## src/rtl/mc_pkg.sv

```systemverilog
// Shared encodings for the multicycle core: opcodes, FSM states, ALU ops
// and small opcode-classification helpers.
package mc_pkg;

  localparam logic [5:0] OP_ADD  = 6'h00;
  localparam logic [5:0] OP_SUB  = 6'h01;
  localparam logic [5:0] OP_AND  = 6'h02;
  localparam logic [5:0] OP_OR   = 6'h03;
  localparam logic [5:0] OP_XOR  = 6'h04;
  localparam logic [5:0] OP_SLT  = 6'h05;
  localparam logic [5:0] OP_ADDI = 6'h10;
  localparam logic [5:0] OP_ORI  = 6'h11;
  localparam logic [5:0] OP_LUI  = 6'h13;
  localparam logic [5:0] OP_LW   = 6'h20;
  localparam logic [5:0] OP_SW   = 6'h21;
  localparam logic [5:0] OP_BEQ  = 6'h30;
  localparam logic [5:0] OP_J    = 6'h31;
  localparam logic [5:0] OP_HALT = 6'h3F;

  typedef enum logic [2:0] {
    S_FETCH  = 3'd0,
    S_DECODE = 3'd1,
    S_EXEC   = 3'd2,
    S_MEM    = 3'd3,
    S_WB     = 3'd4,
    S_HALT   = 3'd5
  } state_t;

  typedef enum logic [2:0] {
    ALU_ADD,
    ALU_SUB,
    ALU_AND,
    ALU_OR,
    ALU_XOR,
    ALU_SLT,
    ALU_LUI
  } alu_op_t;

  // R-form opcodes occupy 00..05 and write rd instead of rt.
  function automatic logic is_rform(input logic [5:0] op);
    return (op <= OP_SLT);
  endfunction

  // Opcodes that execute normally (HALT is legal but handled separately).
  function automatic logic op_legal(input logic [5:0] op);
    case (op)
      OP_ADD, OP_SUB, OP_AND, OP_OR, OP_XOR, OP_SLT,
      OP_ADDI, OP_ORI, OP_LUI, OP_LW, OP_SW, OP_BEQ, OP_J, OP_HALT:
        return 1'b1;
      default:
        return 1'b0;
    endcase
  endfunction

  function automatic alu_op_t alu_sel(input logic [5:0] op);
    case (op)
      OP_SUB, OP_BEQ: return ALU_SUB;
      OP_AND:         return ALU_AND;
      OP_OR, OP_ORI:  return ALU_OR;
      OP_XOR:         return ALU_XOR;
      OP_SLT:         return ALU_SLT;
      OP_LUI:         return ALU_LUI;
      default:        return ALU_ADD;
    endcase
  endfunction

endpackage

```

## src/rtl/mc_regfile.sv

```systemverilog
// Register file: two asynchronous read ports, one synchronous write port.
// r0 always reads zero and ignores writes.
module mc_regfile #(
  parameter int  DATA_WIDTH = 32,
  parameter int  NUM_REGS   = 32,
  localparam int REG_AW     = $clog2(NUM_REGS)
) (
  input  logic                  clk,
  input  logic                  reset,
  input  logic                  we,
  input  logic [REG_AW-1:0]     waddr,
  input  logic [DATA_WIDTH-1:0] wdata,
  input  logic [REG_AW-1:0]     raddr_a,
  input  logic [REG_AW-1:0]     raddr_b,
  output logic [DATA_WIDTH-1:0] rdata_a,
  output logic [DATA_WIDTH-1:0] rdata_b
);

  logic [DATA_WIDTH-1:0] regs [NUM_REGS];

  // Write port; register clear on reset, r0 writes discarded
  always_ff @(posedge clk or posedge reset) begin
    if (reset) begin
      for (int unsigned i = 0; i < NUM_REGS; i++) regs[i] <= '0;
    end else if (we && (waddr != '0)) begin
      regs[waddr] <= wdata;
    end
  end

  assign rdata_a = (raddr_a == '0) ? '0 : regs[raddr_a];
  assign rdata_b = (raddr_b == '0) ? '0 : regs[raddr_b];

endmodule

```

## src/rtl/mc_datapath_hs.sv

```systemverilog
// Multicycle CPU core with IR/A/B/ALUOut/MDR registers, handshaked
// instruction/data memories, HALT and sticky illegal-opcode trap.
module mc_datapath_hs
  import mc_pkg::*;
#(
  parameter int DATA_WIDTH = 32,
  parameter int PC_WIDTH   = 16,
  parameter int NUM_REGS   = 32
) (
  input  logic                  clk,
  input  logic                  reset,
  output logic                  imem_req,
  output logic [PC_WIDTH-1:0]   imem_addr,
  input  logic                  imem_ready,
  input  logic [31:0]           imem_rdata,
  output logic                  dmem_req,
  output logic                  dmem_we,
  output logic [PC_WIDTH-1:0]   dmem_addr,
  output logic [DATA_WIDTH-1:0] dmem_wdata,
  input  logic                  dmem_ready,
  input  logic [DATA_WIDTH-1:0] dmem_rdata,
  output logic [PC_WIDTH-1:0]   pc,
  output logic [31:0]           instr,
  output logic [DATA_WIDTH-1:0] alu_out,
  output logic [2:0]            state,
  output logic                  retire,
  output logic                  halted,
  output logic                  illegal
);

  localparam int REG_AW = $clog2(NUM_REGS);

  state_t                cur, nxt;
  logic [PC_WIDTH-1:0]   pc_q;
  logic [31:0]           ir;
  logic [DATA_WIDTH-1:0] a_q, b_q, alu_q, mdr_q;
  logic                  illegal_q;

  logic [5:0]            op;
  logic [REG_AW-1:0]     rs_idx, rt_idx, rd_idx;
  logic [15:0]           imm;
  logic [DATA_WIDTH-1:0] imm_se, imm_ze, opb, alu_res;
  logic [PC_WIDTH-1:0]   pc_off, j_target;
  logic [DATA_WIDTH-1:0] rf_a, rf_b, rf_wdata;
  logic [REG_AW-1:0]     rf_waddr;
  logic                  rf_we;

  assign op       = ir[31:26];
  assign rs_idx   = ir[21 +: REG_AW];
  assign rt_idx   = ir[16 +: REG_AW];
  assign rd_idx   = ir[11 +: REG_AW];
  assign imm      = ir[15:0];
  assign imm_se   = DATA_WIDTH'($signed(imm));
  assign imm_ze   = DATA_WIDTH'(imm);
  assign pc_off   = PC_WIDTH'($signed(imm));
  assign j_target = PC_WIDTH'(ir[25:0]);

  mc_regfile #(
    .DATA_WIDTH (DATA_WIDTH),
    .NUM_REGS   (NUM_REGS)
  ) u_rf (
    .clk     (clk),
    .reset   (reset),
    .we      (rf_we),
    .waddr   (rf_waddr),
    .wdata   (rf_wdata),
    .raddr_a (rs_idx),
    .raddr_b (rt_idx),
    .rdata_a (rf_a),
    .rdata_b (rf_b)
  );

  // ALU: second operand is B for R-form, zero-extended imm for ORI, else sign-extended imm
  always_comb begin
    opb     = is_rform(op) ? b_q : ((op == OP_ORI) ? imm_ze : imm_se);
    alu_res = '0;
    case (alu_sel(op))
      ALU_SUB: alu_res = a_q - opb;
      ALU_AND: alu_res = a_q & opb;
      ALU_OR:  alu_res = a_q | opb;
      ALU_XOR: alu_res = a_q ^ opb;
      ALU_SLT: alu_res[0] = ($signed(a_q) < $signed(opb));
      ALU_LUI: alu_res = imm_ze << (DATA_WIDTH - 16);
      default: alu_res = a_q + opb;
    endcase
  end

  // FSM state register
  always_ff @(posedge clk or posedge reset) begin
    if (reset) cur <= S_FETCH;
    else       cur <= nxt;
  end

  // FSM next-state logic; FETCH and MEM stall until their memory is ready
  always_comb begin
    nxt = cur;
    case (cur)
      S_FETCH:  if (imem_ready) nxt = S_DECODE;
      S_DECODE: nxt = ((op == OP_HALT) || !op_legal(op)) ? S_HALT : S_EXEC;
      S_EXEC: begin
        if ((op == OP_BEQ) || (op == OP_J))     nxt = S_FETCH;
        else if ((op == OP_LW) || (op == OP_SW)) nxt = S_MEM;
        else                                     nxt = S_WB;
      end
      S_MEM:    if (dmem_ready) nxt = (op == OP_LW) ? S_WB : S_FETCH;
      S_WB:     nxt = S_FETCH;
      default:  nxt = S_HALT;
    endcase
  end

  // FSM outputs; requests are gated by reset so they drop without waiting for a clock
  always_comb begin
    imem_req = (cur == S_FETCH) && !reset;
    dmem_req = (cur == S_MEM) && !reset;
    dmem_we  = (cur == S_MEM) && (op == OP_SW) && !reset;
    rf_we    = (cur == S_WB);
    retire   = 1'b0;
    if (!reset) begin
      case (cur)
        S_EXEC:  retire = (op == OP_BEQ) || (op == OP_J);
        S_MEM:   retire = dmem_ready && (op == OP_SW);
        S_WB:    retire = 1'b1;
        default: retire = 1'b0;
      endcase
    end
  end

  // Datapath registers: IR/PC on fetch, A/B on decode, ALUOut and branch on exec, MDR on load
  always_ff @(posedge clk or posedge reset) begin
    if (reset) begin
      pc_q      <= '0;
      ir        <= '0;
      a_q       <= '0;
      b_q       <= '0;
      alu_q     <= '0;
      mdr_q     <= '0;
      illegal_q <= 1'b0;
    end else begin
      case (cur)
        S_FETCH: begin
          if (imem_ready) begin
            ir   <= imem_rdata;
            pc_q <= pc_q + PC_WIDTH'(1);
          end
        end
        S_DECODE: begin
          a_q <= rf_a;
          b_q <= rf_b;
          if (!op_legal(op)) illegal_q <= 1'b1;
        end
        S_EXEC: begin
          alu_q <= alu_res;
          // pc already points past the branch, so the offset is added directly
          if (op == OP_J)                        pc_q <= j_target;
          else if ((op == OP_BEQ) && (a_q == b_q)) pc_q <= pc_q + pc_off;
        end
        S_MEM: begin
          if (dmem_ready && (op == OP_LW)) mdr_q <= dmem_rdata;
        end
        default: ;
      endcase
    end
  end

  assign rf_waddr   = is_rform(op) ? rd_idx : rt_idx;
  assign rf_wdata   = (op == OP_LW) ? mdr_q : alu_q;

  assign imem_addr  = pc_q;
  assign dmem_addr  = alu_q[PC_WIDTH-1:0];
  assign dmem_wdata = b_q;
  assign pc         = pc_q;
  assign instr      = ir;
  assign alu_out    = alu_q;
  assign state      = cur;
  assign halted     = (cur == S_HALT);
  assign illegal    = illegal_q;

endmodule

```

## config.mk

```make
export PLATFORM = sky130hd
export DESIGN_NAME = mc_datapath_hs
export DESIGN_NICKNAME = d
export VERILOG_FILES = /design/src/rtl/mc_pkg.sv /design/src/rtl/mc_regfile.sv /design/src/rtl/mc_datapath_hs.sv
export SDC_FILE = /design/constraint.sdc
export NUM_CORES = 2
export LEC_CHECK = 0
export BUFFER_PORTS_ARGS = -buffer_cell sky130_fd_sc_hd__buf_2
export CELL_PAD_IN_SITES_DETAIL_PLACEMENT = 0
export CELL_PAD_IN_SITES_GLOBAL_PLACEMENT = 1
export CORE_UTILIZATION = 30
export DETAILED_ROUTE_END_ITERATION = 10
export GPL_TIMING_DRIVEN = 0
export HOLD_SLACK_MARGIN = 0.02
export MAX_ROUTING_LAYER = met4
export PLACE_DENSITY = 0.53
export SYNTH_ARGS = -nofsm -noshare
export SYNTH_HDL_FRONTEND = slang
export SYNTH_SLANG_ARGS = --single-unit
```

## constraint.sdc

```tcl
create_clock -name clk -period 54.3 [get_ports clk]
set_clock_uncertainty 0.2 [all_clocks]
set_input_delay 10.86 -clock clk [delete_from_list [all_inputs] [get_ports clk]]
set_output_delay 10.86 -clock clk [all_outputs]
set_load 0.02 [all_outputs]
```

==> impl_metrics.tcl <==
set metrics [dict create \
    port_buffers 220 \
    route.met3.wl_mm 27.9 \
    timing.final.crit_share_pct 42.7 \
    synth_ff_type "dfrtp_1" \
    vdd_drop_max_mv 0.0428 \
    fp.dieH_microns 471 \
    drtAntennaViolNets 0 \
    setup_viol 0 \
    layout.nets 6787 \
    design.portCount 221 \
    rsz0062_at_grt "false" \
    multi_input_comb_area_sq_um 32800 \
    clock_insertion_delay_worst_skew_ps 850 \
    status "finished with violations" \
    violations "max-capacitance violations, max-slew violations" \
    wl_met2_mm 158 \
    filler_cell_count 22300 \
    first_global_vias 54800 \
    worst-endpoint-arrival_ps 12110 \
    place_area_sq_um 71100 \
    synth_largest_area_cell "dfrtp_1" \
    timing.final.max_slew_violations 68 \
    dp.final_hpwl_mm 273 \
    layout-area-overhead-vs-synth_pct 15.6 \
    postSynthAreaPerCell_sq_um 10.6 \
    ff_latch_area_sq_um 30100 \
    layout-drive-gt1-share_pct 19.5 \
    ctsResizeCount 0 \
    power-per-cell-area_nw_per_um2 76.6 \
    clk_root_buffer_cell "clkbuf_16" \
    count_of_different_cell_masters_after_synthesis 80 \
    postCtsSetupBuffers 0 \
    layout.cells.most_common "dfrtp_1" \
    sequential_element_share_of_the_synthesized_area_pct 45.7 \
    fp-row-count 171 \
    critical_path_peak_fanout 78 \
    place.detailed.instances 9308 \
    worst-setup-path-type "input pin to output port" \
    via_per_inst 5.85 \
    setup_tns_ps 0 \
    endpoint_kind "output port" \
    total_routed_wirelength_mm 349 \
    htree_num_levels 4 \
    static_leakage_power_uw 0.0328 \
    synthesis.instances 6216 \
    dr_total_vias 56100 \
    tightestPinTransition_ps 1650 \
    wire_length_of_the_first_global_routing_pass_mm 472 \
    initial_antenna_violation_count 25 \
    pre_cts_ws_ps 31080 \
    grt_start_max_net_pins 122 \
    wl_met1_mm 143 \
    max_cap_violations 7 \
    cts-root-to-sink-buffers 3 \
    stdcell_area_sq_um 76200 \
    gp_congestion 0.964 \
    grt_residual_overflow 0 \
    floorplan.initialDensity_pct 30.3 \
    cts-buffers-inserted 147 \
    die_area_sq_um 222000 \
    post-route-worst-setup-slack_ps 31130 \
    synth_fp_nets 6399 \
    synth.ff_latch_count 1204 \
    clock_tree_from_tritoncts "built" \
    finish.cell_count_without_fillers 9597 \
    synth_area_leaders "dfrtp_1, mux4_2, a21oi_1" \
    final.min_clock_period_ps 23170 \
    drcViolationCount 0 \
    post_cts_hold_buffer_count 0 \
    maxUsedRoutingLayer "met4" \
    timing.slew.headroom_pct -9.68 \
    synth_top_area_share_pct 45.7 \
    synthArstFlopShare_pct 100 \
    mappedNetlistArea_sq_um 65900 \
    ys_warn_count 0 \
    achievable-frequency_mhz 43.2 \
    post_drt_wl_per_cell_microns 36.4 \
    worst_setup_hold_path_clk_slew_ps 60 \
    globalRouteTotalUtil_pct 32.1 \
    dr.first_iter.drc_count 7162 \
    number_of_synthesized_flops_with_an_enable_pin 0 \
    finalHoldViolations 0 \
    placeableCoreArea_sq_um 218000 \
    drt_first_pass_iters 6 \
    start_kind "input pin" \
    cts.sinks 1204 \
    cp.required_ps 43240 \
    most_frequent_cells_in_the_layout "dfrtp_1, nor2_1, a21oi_1" \
    die-width_microns 471 \
    holdCritPathClass "register to register" \
]
==> report_power, final <==
group	internal, uW	switching (uW)
sequential	1220	345
clock	604	441
combinational	1060	2170
total	2890	2950
==> state kept, by name, indices dropped and copies added, names as in the netlist <==
name and flops:
a_q 32, instr 32, state 3, mdr_q 32
u_rf.regs 1024, dmem_wdata 32, illegal 1, alu_out 32
imem_addr 16
==> synthesized netlist by cell type, drive strengths merged, types with 40 or more instances <==
cell and count:
inv 109, nor3 55, mux2i 207, ha 112
a221oi 50, o221ai 43, dfrtp 1204, a21oi 682
xor2 40, nor2 704, mux2 117, mux4 494
nand2 660, o22ai 70, clkbuf 433, o21ai 596
buf 192
==> worst max-delay path, cell delays in order <==
cell and delay, ps:
buf_2 140, inv_8 430, and3_1 300, and3_1 190
buf_2 170
==> path summary, 6_finish.rpt <==
path / startpoint / to / slack, ps / depth (start not counted)
worst min register to register: u_rf.regs[996] / u_rf.regs[996] / 280 / 1
worst max-delay path: reset / dmem_we / 31130 / 5
max in group asynchronous: reset / u_rf.regs[252] / 41280 / 6
min in group asynchronous: reset / mdr_q[11] / 9940 / 2
worst min-delay path: u_rf.regs[996] / u_rf.regs[996] / 280 / 1
worst max register to register: instr[31] / alu_out[23] / 46500 / 16
==> kinds of logic (layout without fill, tap and decap cells) <==
logic type | Yosys count | in the layout | synth area share [%]
AO/OA/AOI/OAI | 1707 | 1707 | 14.8
other | 0 | 18 | 0
XOR/XNOR | 66 | 66 | 0.877
multiplexers | 818 | 818 | 22.1
flip-flops | 1204 | 1204 | 45.7
AND/OR/NAND/NOR | 1572 | 1572 | 9.70
adder cells (fa/ha/maj) | 115 | 115 | 2.22
buffers and inverters | 734 | 1243 | 4.58
==> cell type report <==
| cell class | instances | share of cell area [%] |
|---|---|---|
| antenna | 18 | 0.0591 |
| buffer | 625 | 3.52 |
| clock buffer | 217 | 5.72 |
| clock inverter | 53 | 0.923 |
| inverter | 109 | 0.547 |
| multi-input combinational | 4278 | 43.0 |
| sequential | 1204 | 39.5 |
| tap | 2854 | 4.69 |
| timing repair buffer | 239 | 1.98 |
==> per-layer routing <==
layer,track usage [%],vias to the layer above
li1,-,23400
met1,40.9,29300
met2,48.6,2798
met3,6.43,628
met4,15.7,0
met5,-,-
==> stage by stage <==
step | total power [uW] | utilization, % | hold WS (ps)
final | 5840 | 35.0 | 282
after detailed placement | 4710 | 32.6 | 272
after global routing | 6040 | 35.0 | 299
after floorplan | 3240 | - | 241
after global placement | 4670 | 32.4 | 253
after CTS | 5760 | 35.0 | 285
Note: power is estimated with default switching activity, not from simulation.
